## src/rtl/freq_meter.sv

```systemverilog
// rtl/freq_meter.sv - gated frequency counter: counts synchronized sig_in rising edges per gate window
module freq_meter #(
  parameter int GATE_CYCLES = 100000
) (
  input  logic        clk_100kHz,
  input  logic        rst_,
  input  logic        en,
  input  logic        sig_in,
  output logic [31:0] freq_meas,
  output logic        meas_valid,
  output logic        busy
);

  typedef enum logic [1:0] {
    IDLE,
    ARM,
    GATE
  } state_t;

  localparam logic [23:0] LAST_CNT = 24'(GATE_CYCLES - 1);

  state_t      state;
  state_t      state_nxt;
  logic        sync1;
  logic        sync2;
  logic        hist;
  logic        rise;
  logic        terminal;
  logic [31:0] edge_cnt;
  logic [31:0] edge_inc;
  logic [23:0] gate_cnt;

  // sig_in is asynchronous: two flops for metastability, a third to find the edge
  always_ff @(posedge clk_100kHz) begin
    if (!rst_) begin
      sync1 <= 1'b0;
      sync2 <= 1'b0;
      hist  <= 1'b0;
    end else begin
      sync1 <= sig_in;
      sync2 <= sync1;
      hist  <= sync2;
    end
  end

  assign rise     = sync2 & ~hist;
  assign terminal = (state == GATE) && (gate_cnt == LAST_CNT);
  assign edge_inc = (rise && (edge_cnt != 32'hFFFF_FFFF)) ? edge_cnt + 32'd1 : edge_cnt;
  assign busy     = (state != IDLE);

  always_ff @(posedge clk_100kHz) begin
    if (!rst_) begin
      state <= IDLE;
    end else begin
      state <= state_nxt;
    end
  end

  always_comb begin
    state_nxt = state;
    case (state)
      IDLE: begin
        if (en) begin
          state_nxt = ARM;
        end
      end
      ARM: begin
        state_nxt = GATE;
      end
      GATE: begin
        if (terminal) begin
          state_nxt = en ? GATE : IDLE;
        end else if (!en) begin
          state_nxt = IDLE;
        end
      end
      default: begin
        state_nxt = IDLE;
      end
    endcase
  end

  // The rise seen in the terminal cycle still belongs to the closing window
  always_ff @(posedge clk_100kHz) begin
    if (!rst_) begin
      edge_cnt   <= 32'd0;
      gate_cnt   <= 24'd0;
      freq_meas  <= 32'd0;
      meas_valid <= 1'b0;
    end else begin
      meas_valid <= 1'b0;
      case (state)
        ARM: begin
          edge_cnt <= 32'd0;
          gate_cnt <= 24'd0;
        end
        GATE: begin
          if (terminal) begin
            freq_meas  <= edge_inc;
            meas_valid <= 1'b1;
            edge_cnt   <= 32'd0;
            gate_cnt   <= 24'd0;
          end else if (en) begin
            edge_cnt <= edge_inc;
            gate_cnt <= gate_cnt + 24'd1;
          end else begin
            edge_cnt <= 32'd0;
            gate_cnt <= 24'd0;
          end
        end
        default: begin
          edge_cnt <= edge_cnt;
          gate_cnt <= gate_cnt;
        end
      endcase
    end
  end

endmodule
```

## config.mk

```make
export PLATFORM = sky130hd
export DESIGN_NAME = freq_meter
export DESIGN_NICKNAME = d
export VERILOG_FILES = /design/src/rtl/freq_meter.sv
export SDC_FILE = /design/constraint.sdc
export NUM_CORES = 1
export LEC_CHECK = 0
export BUFFER_PORTS_ARGS = -buffer_cell sky130_fd_sc_hd__buf_2
export CORE_MARGIN = 8
export CORE_UTILIZATION = 40
export CTS_BUF_LIST = sky130_fd_sc_hd__clkbuf_4 sky130_fd_sc_hd__clkbuf_8
export CTS_CLUSTER_DIAMETER = 60
export CTS_CLUSTER_SIZE = 8
export DETAILED_ROUTE_END_ITERATION = 10
export PLACE_DENSITY = 0.56
export SYNTH_ARGS = -nofsm -noshare
export SYNTH_HDL_FRONTEND = slang
export SYNTH_SLANG_ARGS = --single-unit
```

## constraint.sdc

```tcl
create_clock -name clk_100kHz -period 2.5 [get_ports clk_100kHz]
set_input_delay 0.125 -clock clk_100kHz [delete_from_list [all_inputs] [get_ports clk_100kHz]]
set_output_delay 0.125 -clock clk_100kHz [all_outputs]
set_load 0.01 [all_outputs]
```

# == Word-level counts from Yosys, hierarchy flattened ==
# Cells that the tools add are included.
# op_classes
n_addsub,2
eq_ne,6
muxes,13
bitwise_logic,2
n_reduce_logical,8
# op_table
op,n
32-bit two-way mux,3
32-bit one-hot mux with 2 select lines,1
24-bit two-way mux,2
24-bit one-hot mux with 2 select lines,1
32-bit by 1-bit adder with 32-bit output (second input constant),1
32-bit inequality test (second input constant),1
24-bit by 1-bit adder with 24-bit output (second input constant),1
24-bit by 17-bit == test with 1-bit output (second input constant),1
2-bit two-way mux,4
2-bit one-hot mux with 3 select lines,1
2-bit AND reduction,3
2-bit nonzero test,2
3-bit inequality test (second input constant),1
2-bit by 1-bit == test with 1-bit output (second input constant),1
2-bit == test (second input constant),1
1-bit logical AND,2
2-bit zero test,1
2-bit inequality test (second input constant),1
1-bit AND,1
1-bit two-way mux,1
1-bit inverter,1
# totals
regBits,94

# == Logic depth before layout (Yosys ltp) ==
# depth
word_depth,7
ltp_mapped,9
ltp_nobuf,8

# == Worst setup path after synthesis ==
# Ideal clock, no wire load.
# synth_timing
path_kind,register -> register
start,register state[0]
end,register gate_cnt[22]
arrival_ps,1889
required_time_ps,2385
slack_ps,496
path_stages_with_launch,9
n_path_buf,0
synth_period_minus_slack_ps,2004
path_cell_list,dfxtp_1 > inv_1 > ha_1 > nand3_1 > or4_1 > nor2_1 > nand4_1 > xnor2_1 > nor2_1
# synth_via
elab_chain_cells,4
# synth_lines
element,line_no,text
from (decl),22,state_t state;
from (signal assigned),55,state <= state_nxt;
2-bit == test,"47, 92",
1-bit logical AND,47,assign terminal = (state == GATE) && (gate_cnt == LAST_CNT);
24-bit two-way mux,98,if (terminal) begin
24-bit one-hot mux with 2 select lines,92,case (state)
to (signal assigned),105,gate_cnt <= gate_cnt + 24'd1;
to (signal assigned),113,gate_cnt <= gate_cnt;
to (decl),31,logic [23:0] gate_cnt;
# Several ways; a longest one is shown, not always the timed one.
# A chain may end at the register's enable or synchronous reset.

# == Worst setup path after layout ==
# layout_timing
start,register edge_cnt[0]
end,register freq_meas[28]
# layout_via
elab_chain_cells,3
# layout_lines
element,line_no,text
from (decl),29,logic [31:0] edge_cnt;
from (signal assigned),104,edge_cnt <= edge_inc;
from (signal assigned),112,edge_cnt <= edge_cnt;
"parallel branches: the longest is 2 deep, another holds 32-bit by 1-bit adder with 32-bit output",--,
32-bit two-way mux *,48,assign edge_inc = (rise && (edge_cnt != 32'hFFFF_FFFF)) ? edge_cnt + 32'd1 : edge_cnt;
to (signal assigned),99,freq_meas <= edge_inc;
to (decl),9,"output logic [31:0] freq_meas,"
# Every way passes the cells marked *.

==> results.md <==
* Min-Delay Path Class: input pin to flip-flop
* Post-CTS Resized at 0
* Pwr/cell area at 575 nW/um2
* Worst path required time at 2.79 ns
* #FFs+latches synth at 94
* Final Max Tran Viols at 0
* Relative slew slack at 0.567
* Tcrit/Tclk final at 0.938
* Sequential cell area at 1880 um2
* RSZ-0062 raised after global routing: false
* First-pass GRT wire length at 19.4 mm
* Post-place instance area at 5100 um2
* Max cap viols at 0
* Vias per Instance at 5.43
* Fill cells at 1146
* Worst Setup SP: edge_cnt[0]
* Layout cell share with drive strength beyond 1 at 0.159
* Crit end category: flip-flop
* Outcome: complete, no violations
* Synth Area in Compound Gates at 0.173
* Share of Yosys cell area claimed by the top area cell type at 0.400
* Library cells used by synthesis at 55
* Clk root buf: clkbuf_8
* Area contributors post-synth: dfxtp_1 (40%), o21ai_0 (5.6%), xnor2_1 (5.0%)
* RePlAce Congestion at 0.850
* Slew @ Worst Pin at 0.644 ns
* Peak supply drop at 314 uV
* TritonCTS Buffers at 9
* Grt ovf at 0
* Clk Latency, worst-skew pair at 0.39 ns
* Power Total at 3060 uW
* Drt pass-1 iters at 4
* Post-Syn Nets at 575
* Commonest non-fill, non-tap cell in the layout: dfxtp_1
* Synth Flop Type: dfxtp_1
* Main combinational cell family by area after synthesis: simple AND/OR/NAND/NOR gates
* Worst hold path depth at 3
* N_diodes at 0
* Post-DP HPWL at 8.07 mm
* Mux share of post-synthesis cell area at 0.00425
* Full die area at 15500 um2
* Critical R2R Launch: edge_cnt[0]
* H-Tree Level Count at 3
* Post-route ant nets at 0
* Initial antenna violation count at 0
* Final setup fails at 0
* Synth-to-layout area growth at 13.2%
* Final cell count without fillers at 752
* Area of the multi-input gates at 2610 um2
* Post-Route Setup TNS at 0 ns
* Lkg Pwr at 0.00191 uW
* Finished Cell Area at 5330 um2
* Initial core utilization at 0.410
* Element type at the critical path start: flip-flop
* Total number of vias at 4085
* Core area at 11500 um2
* Xor/xnor share of the synthesized area at 0.0986
* Fmax at 427 MHz
* Area leader, netlist: dfxtp_1
* Worst min-delay path startpoint: en
* Die X at 124 um
* Hold Vio Cnt, Final at 0
* Die extent in y at 124 um
* Min Tclk post-route at 2.34 ns
* Worst-path fanout max at 9
* GRT Resource Usage Total at 0.150
* Seq/Total Area, Yosys at 0.400
* Setup skew after layout at 0.0156 ns
* Clock Path Buffers at 2
* Mapped Cells at 566
* Site Rows at 39
* Async SR Flop Fraction at 0
* Ports at 38
* Critical path arrival at 2.64 ns
* Clock sink count at 94
* Avg Cell Area, Syn at 8.31 um2
* # nets final at 613
* Synth warnings at 0
* Largest net degree at the start of global routing at 39
* TritonCTS clock tree: done
* DP Cell Count at 734
* DRT iter0 DRCs at 351
* Number of synthesized flops with an enable pin at 0
* Adder-Cell Fraction of Synth Area at 0.0133
* Critical path class: flip-flop to flip-flop
* CTS clk-pin slew, worst paths at 0.10 ns
* Simple-gate share of the synthesized area at 0.266
* Post-route DRC violation count at 0
* Number of global-route vias before repair at 3875
* Cell Area, Synth at 4710 um2
* Wirelength per Cell at 15.2 um
* Final hold slack at 0.0553 ns
* Final wirelength at 11.4 mm
* Input/output buffers at 37
* Most frequent cells in the layout: dfxtp_1 (94), nand2_1 (62), o21ai_0 (53)
* Worst r2r path cells at 6
[cell usage after synthesis, drive strengths merged, types with 3 or more instances]
library cell and count:
a31oi 14, o31ai 8, and2 7, o21ai 57, nand4 24, and3 10, inv 13, nor2 48
nor3 10, dfxtp 94, a211oi 11, nand2b 5, ha 5, and4 7, xor2 26, xnor2 27
or3 5, nor4 11, nand2 62, clkbuf 13, nand3 24, buf 20, a21oi 41, or4 3
[per-layer routing]
layer,vias to the layer above,track usage,wire length [um]
met2,58,0.225,5030
met3,11,0.0302,372
met5,-,0,0
met1,1923,0.202,5850
met4,0,0.0638,189
li1,2093,-,-
[worst max-delay path, cell delays in order, from the launching register on]
cell	delay (ns)
dfxtp_1	0.45
ha_1	0.24
and3_1	0.21
nand2_1	0.24
nor4_1	0.66
xnor2_1	0.19
a211oi_1	0.27
[power by group]
| part | leakage [uW] | internal (uW) | switching (uW) |
|---|---|---|---|
| combinational | 0.00104 | 161 | 292 |
| sequential | 0.000758 | 1510 | 15.4 |
| clock | 0.000106 | 517 | 561 |
[final timing paths]
check	endpoint	slack, ns
worst min register to register	sync2	0.46
worst max register to register	freq_meas[28]	0.16
worst min-delay path	state[1]	0.06
worst max-delay path	freq_meas[28]	0.16
[cell type report]
| class | count | area share |
|---|---|---|
| Clock buffer | 11 | 0.0284 |
| Clock inverter | 5 | 0.0106 |
| Inverter | 13 | 0.00916 |
| Multi-Input combinational cell | 426 | 0.490 |
| Sequential cell | 94 | 0.353 |
| Tap cell | 143 | 0.0336 |
| Timing Repair Buffer | 60 | 0.0747 |
[sequential cells by signal (all words and copies together), names as in the netlist]
| signal | flops |
|---|---|
| edge_cnt | 32 |
| freq_meas | 32 |
| gate_cnt | 24 |
| hist | 1 |
| meas_valid | 1 |
| state | 2 |
| sync1 | 1 |
| sync2 | 1 |
[repair_timing]
action	CTS	global route
hold buffers	1	0
setup endpoints to repair	0	1
endpoints found under the hold margin	1	0
buffers inserted	0	1
[logic make-up after synthesis]
kind of cell | Yosys count
AND/OR/NAND/NOR | 228
AO/OA/AOI/OAI | 138
buffers and inverters | 46
adder cells (fa/ha/maj) | 5
multiplexers | 2
XOR/XNOR | 53
flip-flops | 94
[per-stage QoR]
stage | setup slack [ns] | util
final | 0.156 | 0.465
after global routing | 0.00382 | 0.465
after CTS | 0.155 | 0.464
after detailed placement | 0.203 | 0.445
after global placement | 0.199 | 0.445
after floorplan | 0.496 | -
Note: power is estimated with default switching activity, not from simulation.
